File: config.mk
export PLATFORM = sky130hd
export DESIGN_NAME = cmd_dispatch
export DESIGN_NICKNAME = d
export VERILOG_FILES = /design/src/rtl/cmd_pkg.sv /design/src/rtl/cmd_dispatch.sv
export SDC_FILE = /design/constraint.sdc
export NUM_CORES = 1
export LEC_CHECK = 0
export BUFFER_PORTS_ARGS = -buffer_cell sky130_fd_sc_hd__buf_2
export CAP_MARGIN = 20
export CORE_UTILIZATION = 49
export CTS_BUF_LIST = sky130_fd_sc_hd__clkbuf_4
export DETAILED_ROUTE_END_ITERATION = 8
export HOLD_SLACK_MARGIN = 0.1
export PLACE_DENSITY = 0.83
export SLEW_MARGIN = 25
export SYNTH_ARGS = -nofsm -noshare
export SYNTH_HDL_FRONTEND = slang
export SYNTH_SLANG_ARGS = --single-unit
export TNS_END_PERCENT = 20
File: constraint.sdc
create_clock -name clk -period 6.15 [get_ports clk]
set_input_delay 0.3075 -clock clk [delete_from_list [all_inputs] [get_ports clk]]
set_output_delay 0.3075 -clock clk [all_outputs]
set_load 0.02 [all_outputs]
File: src/rtl/cmd_pkg.sv
// Shared types and field layout for the SPI command path between the command
// FIFO and the register-file dispatcher.
package cmd_pkg;

  localparam int unsigned ENTRY_W = 72;
  localparam int unsigned ADDR_W  = 7;
  localparam int unsigned DATA_W  = 64;

  localparam int unsigned RD_BIT  = 71;
  localparam int unsigned ADDR_HI = 70;
  localparam int unsigned ADDR_LO = 64;
  localparam int unsigned DATA_HI = 63;
  localparam int unsigned DATA_LO = 0;

  typedef struct packed {
    logic              rd;
    logic [ADDR_W-1:0] addr;
    logic [DATA_W-1:0] data;
  } cmd_entry_t;

  typedef enum logic [2:0] {
    ST_IDLE,
    ST_FETCH,
    ST_LATCH,
    ST_ISSUE,
    ST_RSP_WAIT
  } cmd_state_e;

endpackage

File: src/rtl/cmd_dispatch.sv
// Pops SPI command FIFO entries, decodes them into register reads/writes,
// issues them over valid/ready and captures read responses with a timeout.
module cmd_dispatch
  import cmd_pkg::*;
#(
  parameter int unsigned WIDTH       = 72,
  parameter int unsigned NUM_REGS    = 64,
  parameter int unsigned RSP_TIMEOUT = 255
) (
  input  logic             clk,
  input  logic             rst,
  output logic             fifo_rd_en,
  input  logic [WIDTH-1:0] fifo_rd_data,
  input  logic             fifo_rd_empty,
  output logic             cmd_valid,
  input  logic             cmd_ready,
  output logic             cmd_is_read,
  output logic [6:0]       cmd_addr,
  output logic [63:0]      cmd_wdata,
  input  logic             rsp_valid,
  input  logic [63:0]      rsp_data,
  output logic [63:0]      rb_data,
  output logic             rb_valid,
  output logic             err_addr,
  output logic             err_timeout,
  input  logic             err_clr,
  output logic [15:0]      cmd_count,
  output logic             busy
);

  localparam int unsigned TMO_W = $clog2(RSP_TIMEOUT + 1);
  localparam logic [TMO_W-1:0] TMO_LAST = TMO_W'(RSP_TIMEOUT - 1);

  cmd_state_e       state_q, state_d;
  cmd_entry_t       entry_q, entry_d;
  cmd_entry_t       fetched;
  logic [TMO_W-1:0] tmo_q, tmo_d;
  logic             fifo_rd_en_q, fifo_rd_en_d;
  logic             cmd_valid_q, cmd_valid_d;
  logic [63:0]      rb_data_q, rb_data_d;
  logic             rb_valid_q, rb_valid_d;
  logic             err_addr_q, err_addr_d;
  logic             err_timeout_q, err_timeout_d;
  logic [15:0]      cmd_count_q, cmd_count_d;
  logic             busy_q, busy_d;

  always_comb begin
    fetched      = '0;
    fetched.rd   = fifo_rd_data[RD_BIT];
    fetched.addr = fifo_rd_data[ADDR_HI:ADDR_LO];
    fetched.data = fifo_rd_data[DATA_HI:DATA_LO];
  end

  always_comb begin
    state_d       = state_q;
    entry_d       = entry_q;
    tmo_d         = tmo_q;
    rb_data_d     = rb_data_q;
    rb_valid_d    = 1'b0;
    // Clear first so that an error event later in this block overrides it.
    err_addr_d    = err_clr ? 1'b0 : err_addr_q;
    err_timeout_d = err_clr ? 1'b0 : err_timeout_q;
    cmd_count_d   = cmd_count_q;

    case (state_q)
      ST_IDLE: begin
        if (!fifo_rd_empty) state_d = ST_FETCH;
      end
      ST_FETCH: begin
        state_d = ST_LATCH;
      end
      ST_LATCH: begin
        entry_d = fetched;
        if (32'(fetched.addr) >= NUM_REGS) begin
          err_addr_d  = 1'b1;
          cmd_count_d = cmd_count_q + 16'd1;
          state_d     = ST_IDLE;
        end else begin
          state_d = ST_ISSUE;
        end
      end
      ST_ISSUE: begin
        if (cmd_ready) begin
          if (entry_q.rd) begin
            tmo_d   = '0;
            state_d = ST_RSP_WAIT;
          end else begin
            cmd_count_d = cmd_count_q + 16'd1;
            state_d     = ST_IDLE;
          end
        end
      end
      ST_RSP_WAIT: begin
        if (rsp_valid) begin
          rb_data_d   = rsp_data;
          rb_valid_d  = 1'b1;
          cmd_count_d = cmd_count_q + 16'd1;
          state_d     = ST_IDLE;
        end else if (tmo_q == TMO_LAST) begin
          err_timeout_d = 1'b1;
          cmd_count_d   = cmd_count_q + 16'd1;
          state_d       = ST_IDLE;
        end else begin
          tmo_d = tmo_q + TMO_W'(1);
        end
      end
      default: state_d = ST_IDLE;
    endcase

    // Strobes are derived from the next state so they line up with it as flops.
    fifo_rd_en_d = (state_d == ST_FETCH);
    cmd_valid_d  = (state_d == ST_ISSUE);
    busy_d       = (state_d != ST_IDLE);
  end

  always_ff @(posedge clk or posedge rst) begin
    if (rst) begin
      state_q       <= ST_IDLE;
      entry_q       <= '0;
      tmo_q         <= '0;
      fifo_rd_en_q  <= 1'b0;
      cmd_valid_q   <= 1'b0;
      rb_data_q     <= '0;
      rb_valid_q    <= 1'b0;
      err_addr_q    <= 1'b0;
      err_timeout_q <= 1'b0;
      cmd_count_q   <= '0;
      busy_q        <= 1'b0;
    end else begin
      state_q       <= state_d;
      entry_q       <= entry_d;
      tmo_q         <= tmo_d;
      fifo_rd_en_q  <= fifo_rd_en_d;
      cmd_valid_q   <= cmd_valid_d;
      rb_data_q     <= rb_data_d;
      rb_valid_q    <= rb_valid_d;
      err_addr_q    <= err_addr_d;
      err_timeout_q <= err_timeout_d;
      cmd_count_q   <= cmd_count_d;
      busy_q        <= busy_d;
    end
  end

  assign fifo_rd_en  = fifo_rd_en_q;
  assign cmd_valid   = cmd_valid_q;
  assign cmd_is_read = entry_q.rd;
  assign cmd_addr    = entry_q.addr;
  assign cmd_wdata   = entry_q.data;
  assign rb_data     = rb_data_q;
  assign rb_valid    = rb_valid_q;
  assign err_addr    = err_addr_q;
  assign err_timeout = err_timeout_q;
  assign cmd_count   = cmd_count_q;
  assign busy        = busy_q;

endmodule
==> tab_implementation.tex, run 1 <==
\begin{tabular}{lr}
\hline
Metric & Value \\
\hline
\multicolumn{2}{l}{\textbf{Placed design}} \\
\quad Buffers added on ports & 299 \\
\quad Hpwl dp & 11100 um \\
\quad Final weighted congestion in routability-driven placement & 0.770 \\
\quad Placed cell count & 892 \\
\multicolumn{2}{l}{\textbf{Timing}} \\
\quad Total of endpoints with negative setup slack in the final report & 0 \\
\quad Slew margin rel. & 0.385 \\
\quad Final max-slew violation count & 0 \\
\quad Hold Slack & 0.191 ns \\
\quad Max Clock Freq & 431 MHz \\
\quad Unrepaired setup endpoints after global routing & false \\
\quad Count of endpoints failing hold in the final timing report & 0 \\
\quad Sum of negative setup slack & 0 ns \\
\quad Shortest clock period the worst path allows after layout & 2.32 ns \\
\quad Clk\_skew & 0.0264 ns \\
\quad Slew of the pin with the lowest slew margin & 0.923 ns \\
\quad Final Cycle Share & 0.377 \\
\multicolumn{2}{l}{\textbf{Cells and area}} \\
\quad Area Growth Syn to Fin & 49.0\% \\
\quad Share of the core filled with cells & 0.747 \\
\quad Fraction of final layout cells sized beyond drive strength 1 & 0.533 \\
\quad Nets & 1019 \\
\quad Number of inserted filler cells in the final layout & 802 \\
\quad Non-filler instance count after layout & 1066 \\
\multicolumn{2}{l}{\textbf{Logic synthesis}} \\
\quad Yosys warning count & 0 \\
\quad Avg Synthesized Cell Area & 15.4 um2 \\
\quad Post-synthesis sequential element count & 169 \\
\quad Adder-Cell Fraction of Synth Area & 0.00565 \\
\quad Dominant combinational cell family by area after synthesis & multiplexers \\
\quad Synth Area in Compound Gates & 0.0177 \\
\quad Leading register cell type out of synthesis & dfrtp\_1 \\
\quad Proportion of synthesized area in mux cells & 0.234 \\
\quad Number of enable flip-flop cells after synthesis & 0 \\
\quad Netlist cell types & 40 \\
\quad Sequential fraction of the synthesis area & 0.637 \\
\quad Post-Synth XOR/XNOR Area & 0.0211 \\
\quad Proportion of synthesized flip-flops having asynchronous set or reset & 1.00 \\
\quad Cell count after synthesis & 432 \\
\quad Synthesized netlist net count & 577 \\
\quad Area share of and/or/nand/nor cells after synthesis & 0.0614 \\
\quad Netlist Area Pre-Place & 6640 um2 \\
\multicolumn{2}{l}{\textbf{Drt}} \\
\quad Count of TritonRoute iterations in the first routing pass & 4 \\
\quad Remaining antenna violation count & 0 \\
\quad Via density per instance & 5.11 \\
\quad Aggregate routed wire length & 19600 um \\
\quad Detail-routed net length per standard cell & 18.3 um \\
\quad Via count & 5445 \\
\quad Detailed router's first-iteration violation count & 230 \\
\quad Drc violations & 0 \\
\multicolumn{2}{l}{\textbf{Floorplan}} \\
\quad Die X & 118 um \\
\quad Full die area & 14000 um2 \\
\quad Height of the die & 118 um \\
\quad Initial standard-cell utilization of the core & 0.502 \\
\quad Core Rows & 42 \\
\quad Core region area & 13200 um2 \\
\quad Total I/O pin count & 300 \\
\multicolumn{2}{l}{\textbf{Setup path}} \\
\quad Register-to-register setup slack & 3.83 ns \\
\quad Worst setup path class & reg2reg \\
\quad Kind of capture point of the worst setup path & register \\
\quad Startpoint type of the worst setup path & register \\
\quad CP Data Required Time & 6.56 ns \\
\quad Critical R2R Launch & state\_q[0]\$\_DFF\_PP0\_ \\
\quad Start point of the critical path & state\_q[0]\$\_DFF\_PP0\_ \\
\quad Biggest fanout along the worst timing path & 65 \\
\quad CP arrival & 2.73 ns \\
\multicolumn{2}{l}{\textbf{Power and ir drop}} \\
\quad Ratio of total power to cell area & 465 nW/um2 \\
\quad Max rail drop VDD & 0.365 mV \\
\quad Post-layout total power & 4.60 mW \\
\quad Leakage power of the design & 4.85 nW \\
\multicolumn{2}{l}{\textbf{Clock tree}} \\
\quad CTS resizes & 0 \\
\quad Worst-Skew Late Latency & 0.53 ns \\
\quad Post-CTS Setup Bufs & 0 \\
\quad CTS root buffer & clkbuf\_4 \\
\quad Clock slew seen by the registers of the worst setup and hold paths & 0.13 ns \\
\quad Clk sink count & 169 \\
\quad Max clock buf depth & 2 \\
\quad Number of buffers created by CTS & 17 \\
\quad H-tree levels & 4 \\
\quad CTS tree & built \\
\multicolumn{2}{l}{\textbf{GRT}} \\
\quad Total Routing Usage GR & 0.283 \\
\quad Total congestion overflow & 0 \\
\quad First-pass GRT wire length & 30600 um \\
\quad Number of antenna violations at the first check in global routing & 2 \\
\quad Via count of the first global-routing pass & 5957 \\
\quad Largest net degree at the start of global routing & 93 \\
\multicolumn{2}{l}{\textbf{Flow run}} \\
\quad Max-capacitance violation count & 0 \\
\multicolumn{2}{l}{\textbf{Worst hold path}} \\
\quad Type of the most critical hold path & in2reg \\
\quad Start point of the worst min-delay path & fifo\_rd\_data[70] \\
\multicolumn{2}{l}{\textbf{Status}} \\
\quad Outcome & finished clean \\
\hline
\end{tabular}
-- where the power goes --
group	leakage, nW	switching, mW	internal [mW]	total (mW)
sequential	2.09	0.318	1.61	1.92
combinational	2.64	1.22	0.917	2.14
clock	0.121	0.373	0.170	0.543
total	4.85	1.91	2.69	4.60
-- cell families (layout without fill, tap and decap cells) --
kind of cell | after synthesis | in the layout
muxes | 138 | 138
xor gates and xnor gates | 16 | 16
and+or+nand+nor | 65 | 65
other | 0 | 3
buffers and inverters | 25 | 480
adders and majority gates | 3 | 3
AOI/OAI and AO/OA | 16 | 16
DFF | 169 | 169
-- flip-flops by register name, indices dropped and copies added (netlist names) --
signal and cells:
cmd_wdata 64, rb_data 64, cmd_count 16, tmo_q 8, cmd_addr 7, state_q 3
busy 1, cmd_is_read 1, cmd_valid 1, err_addr 1, err_timeout 1, fifo_rd_en 1
rb_valid 1
-- layout by cell type (no fill, tap or decap), types with 2 or more instances in the layout --
cell type and instances:
nand4_1 12, nor2_1 5, clkinv_4 2, or3_1 3
and2_1 2, nor3_1 3, nand3_1 9, nor2_4 2
diode_2 3, and3_1 6, and4_1 4, ha_1 3
dlygate4sd3_1 139, buf_4 2, clkinv_2 5, o21a_1 2
a21oi_1 3, dfrtp_1 169, nand2_1 8, mux2_2 130
o21ai_0 6, mux2_1 7, inv_1 6, clkbuf_4 20
xnor2_1 15, buf_2 299, clkinvlp_4 5
-- metrics by stage --
stage	cell area, um2	worst slack, ns
finish	9900	3.83
floorplan	6640	1.27
detailed placement	8270	3.85
global placement	8270	3.95
global route	9900	3.74
CTS	9890	3.83
-- layer usage --
layer | vias to the layer above | global-route usage | share of wire
met2 | 271 | 0.501 | 0.52
li1 | 2423 | - | -
met4 | 0 | 0.149 | 0.038
met3 | 58 | 0.0792 | 0.072
met1 | 2693 | 0.309 | 0.37
met5 | - | 0 | 0
-- final cells by class --
class                      count  area, um2  area share
antenna                        3       7.51    0.000758
multi-input combinational    238       2270       0.229
timing repair buffer         441       2910       0.294
tap                          176        220      0.0222
clock buffer                  20        150      0.0152
sequential                   169       4230       0.427
inverter                       7       31.3     0.00316
clock inverter                12       80.1     0.00809
-- synth_stat cells, types with 2 or more instances --
| master | instances | area, um2 |
|---|---|---|
| nand3_1 | 9 | 45.0 |
| a21oi_1 | 3 | 15.0 |
| and3_1 | 6 | 37.5 |
| ha_1 | 3 | 37.5 |
| nand2_1 | 8 | 30.0 |
| o21a_1 | 2 | 15.0 |
| and4_1 | 4 | 35.0 |
| buf_2 | 11 | 55.1 |
| and2_1 | 2 | 12.5 |
| mux2_2 | 130 | 1460 |
| inv_1 | 7 | 26.3 |
| buf_6 | 6 | 67.6 |
| nand4_1 | 12 | 75.1 |
| nor3_1 | 3 | 15.0 |
| o21ai_0 | 6 | 30.0 |
| mux2_1 | 7 | 78.8 |
| or3_1 | 3 | 18.8 |
| nor2_1 | 5 | 18.8 |
| dfrtp_1 | 169 | 4230 |
| nor2_2 | 2 | 12.5 |
| xnor2_1 | 15 | 131 |
-- what timing repair did --
| action | 4_1_cts | 5_1_grt |
|---|---|---|
| hold endpoints to repair | 229 | 0 |
| endpoints found under the setup margin | 0 | 0 |
| hold buffers | 139 | 0 |
-- worst max-delay path, cell delays in order, from the launching register on --
cell and delay [ns]:
dfrtp_1 0.53, or3b_4 0.49, nor2_4 0.09, buf_4 0.63, mux2_2 0.44
-- path summary, 6_finish.rpt --
| check | to | depth (start not counted) |
|---|---|---|
| hold reg to reg | cmd_count[15]$_DFFE_PP0P_ | 1 |
| hold / removal | cmd_valid$_DFF_PP0_ | 3 |
| min in group asynchronous | cmd_wdata[29]$_DFFE_PP0P_ | 3 |
| max in group asynchronous | rb_data[29]$_DFFE_PP0P_ | 4 |
| setup / recovery | rb_data[41]$_DFFE_PP0P_ | 4 |
| setup reg to reg | rb_data[41]$_DFFE_PP0P_ | 4 |
Power figures use the tool's default switching activity.
==> run 2, diff against run 1 <==
CORE_UTILIZATION = 44   (was 49)
PLACE_DENSITY = 0.79   (was 0.83)
clock period = 2.12 ns   (was 6.15 ns; I/O delays follow)
==> tab_implementation.tex, run 2 (synthesis results as in run 1) <==
\begin{tabular}{lr}
\hline
Metric & Value \\
\hline
\multicolumn{2}{l}{\textbf{Status}} \\
\quad Outcome & finished, violations left \\
\quad Violations in the final reports & design-rule violations \\
\multicolumn{2}{l}{\textbf{Drt}} \\
\quad Via density per instance & 4.92 (-3.8\%) \\
\quad Via count & 5334 (-2.0\%) \\
\quad Count of TritonRoute iterations in the first routing pass & 6 (+2) \\
\quad Detail-routed net length per standard cell & 16.9 um (-8.0\%) \\
\quad Remaining antenna violation count & 0 (unchanged) \\
\quad Aggregate routed wire length & 18300 um (-6.4\%) \\
\quad Drc violations & 46 (+46) \\
\quad Detailed router's first-iteration violation count & 257 (+12\%) \\
\multicolumn{2}{l}{\textbf{Power and ir drop}} \\
\quad Ratio of total power to cell area & 1350 nW/um2 (+190\%) \\
\quad Leakage power of the design & 4.97 nW (+2.4\%) \\
\quad Max rail drop VDD & 1.02 mV (+180\%) \\
\multicolumn{2}{l}{\textbf{GRT}} \\
\quad Met3 usage & 0.0790 (-0.000113) \\
\quad First-pass GRT wire length & 29400 um (-4.2\%) \\
\quad Largest net degree at the start of global routing & 48 (-48\%) \\
\quad Total congestion overflow & 0 (unchanged) \\
\quad Global route hottest layer & met2 \\
\quad Global-route track usage on met2 & 0.423 (-0.0777) \\
\quad Met1 usage & 0.273 (-0.0357) \\
\quad Number of antenna violations at the first check in global routing & 3 (+1) \\
\quad Total Routing Usage GR & 0.242 (-0.0414) \\
\quad Via count of the first global-routing pass & 5745 (-3.6\%) \\
\multicolumn{2}{l}{\textbf{Clock tree}} \\
\quad CTS tree & built \\
\quad Clock slew seen by the registers of the worst setup and hold paths & 0.12 ns (about the same) \\
\quad Post-CTS Setup Bufs & 0 (unchanged) \\
\quad H-tree levels & 4 (unchanged) \\
\quad Worst-Skew Late Latency & 0.53 ns (about the same) \\
\quad Max clock buf depth & 2 (unchanged) \\
\quad CTS root buffer & clkbuf\_4 \\
\quad Clk sink count & 169 (unchanged) \\
\quad Number of buffers created by CTS & 17 (unchanged) \\
\multicolumn{2}{l}{\textbf{Timing}} \\
\quad Final max-slew violation count & 0 (unchanged) \\
\quad Clk\_skew & 0.0157 ns (-0.0107 ns) \\
\quad Final worst slack & 0.126 ns (-3.71 ns) \\
\quad Final Cycle Share & 0.941 (+0.563) \\
\quad Slew margin rel. & 0.448 (+0.0627) \\
\quad Unrepaired setup endpoints after global routing & false \\
\quad Slew of the pin with the lowest slew margin & 0.827 ns (-0.0957 ns) \\
\quad Max Clock Freq & 502 MHz (+16\%) \\
\quad Total of endpoints with negative setup slack in the final report & 0 (unchanged) \\
\quad Count of endpoints failing hold in the final timing report & 0 (unchanged) \\
\quad Shortest clock period the worst path allows after layout & 1.99 ns (-0.325 ns) \\
\quad Hold Slack & 0.165 ns (-0.0251 ns) \\
\multicolumn{2}{l}{\textbf{Cells and area}} \\
\quad Non-Filler Cell Area, Final & 10100 um2 (+2.5\%) \\
\quad Non-filler instance count after layout & 1085 (+1.8\%) \\
\quad Most common library cell in the layout ignoring fill and taps & buf\_2 \\
\quad Nets & 1032 (+1.3\%) \\
\quad Most used cells in the layout excluding fill and tap cells & 299 x buf\_2, 168 x dfrtp\_1, 142 x dlygate4sd3\_1 \\
\quad Fraction of final layout cells sized beyond drive strength 1 & 0.535 (+0.00126) \\
\quad Share of the core filled with cells & 0.693 (-0.0546) \\
\quad Number of inserted filler cells in the final layout & 932 (+16\%) \\
\quad Area Growth Syn to Fin & 52.8\% \\
\multicolumn{2}{l}{\textbf{Placed design}} \\
\quad Placed cell count & 910 (+2.0\%) \\
\quad Hpwl dp & 11600 um (+4.9\%) \\
\quad Post-place instance area & 8440 um2 (+2.1\%) \\
\quad Post-Place Setup Slack & 0.167 ns (-3.69 ns) \\
\quad Final weighted congestion in routability-driven placement & 0.792 (+2.8\%) \\
\quad Buffers added on ports & 299 (unchanged) \\
\multicolumn{2}{l}{\textbf{Flow run}} \\
\quad Max-capacitance violation count & 0 (unchanged) \\
\multicolumn{2}{l}{\textbf{Setup path}} \\
\quad CP arrival & 2.40 ns (-0.33 ns) \\
\quad Startpoint type of the worst setup path & register \\
\quad Start point of the critical path & state\_q[0]\$\_DFF\_PP0\_ \\
\quad Kind of capture point of the worst setup path & register \\
\quad CP Data Required Time & 2.53 ns (-4.03 ns) \\
\quad Critical R2R Launch & state\_q[0]\$\_DFF\_PP0\_ \\
\quad Worst R2R Path Depth & 5 (+1) \\
\quad Biggest fanout along the worst timing path & 9 (-86\%) \\
\quad Worst setup path class & reg2reg \\
\multicolumn{2}{l}{\textbf{Worst hold path}} \\
\quad Start point of the worst min-delay path & cmd\_ready \\
\quad Type of the most critical hold path & in2reg \\
\quad Hold Path Depth & 4 (+1) \\
\multicolumn{2}{l}{\textbf{Floorplan}} \\
\quad Die X & 125 um (+5.4\%) \\
\quad Full die area & 15600 um2 (+11\%) \\
\quad Core Rows & 44 (+4.8\%) \\
\quad Total I/O pin count & 300 (unchanged) \\
\quad Core region area & 14600 um2 (+11\%) \\
\quad Height of the die & 125 um (+5.4\%) \\
\quad Initial standard-cell utilization of the core & 0.454 (-0.0480) \\
\hline
\end{tabular}
run 2: cell count changes in the layout (fill, tap and decap cells not counted), sizes merged:
| cell | change |
|---|---|
| buf | +10 |
| clkinvlp | -3 |
| inv | -1 |
| dlygate4sd3 | +3 |
| clkinv | -1 |
| bufinv | +3 |
run 2: worst paths after layout:
kind                                        endpoint  slack [ns]
max reg2reg                           busy$_DFF_PP0_        0.13
max in group asynchronous     rb_data[9]$_DFFE_PP0P_        1.16
min in group asynchronous    rb_data[27]$_DFFE_PP0P_        0.30
max                                   busy$_DFF_PP0_        0.13
min                             tmo_q[4]$_DFFE_PP0P_        0.17
min reg2reg                cmd_count[12]$_DFFE_PP0P_        0.51
run 2: final cells by class:
type                            count  area, um2  area share
Inverter                            7       30.0     0.00296
Sequential cell                   169       4230       0.417
Clock buffer                       20        150      0.0148
Timing Repair Buffer              454       3100       0.306
Tap cell                          184        230      0.0227
Multi-Input combinational cell    238       2270       0.223
Clock inverter                     10        129      0.0127
Antenna cell                        3       7.51    0.000740
run 2: through the flow:
step                total power, mW  setup TNS [ns]
floorplan                      9.33          -23.78
detailed placement             11.5               0
global route                   14.4               0
global placement               11.3               0
CTS                            13.6               0
finish                         13.7               0
run 2: timing repair:
action,4_1_cts,5_1_grt
hold endpoints to repair,170,0
hold buffers,142,0
setup endpoints to repair,0,1
resized for setup,0,1
run 2: worst max-delay path: stages (launching register included):
cell,delay (ns)
dfrtp_2,0.50
nand2_1,0.13
nor3b_1,0.17
dlygate4sd3_1,0.60
a21o_1,0.18
or3_1,0.31
run 2: power breakdown:
| group | switching (mW) | internal (mW) | total [mW] |
|---|---|---|---|
| combinational | 3.49 | 2.76 | 6.25 |
| sequential | 0.884 | 4.66 | 5.55 |
| clock | 1.03 | 0.833 | 1.86 |
| total | 5.41 | 8.25 | 13.7 |
run 2: routing by layer:
metal	part of all wire	routed length [um]
met5	0	0
met4	0.025	460
met1	0.39	7100
met2	0.51	9360
met3	0.076	1390
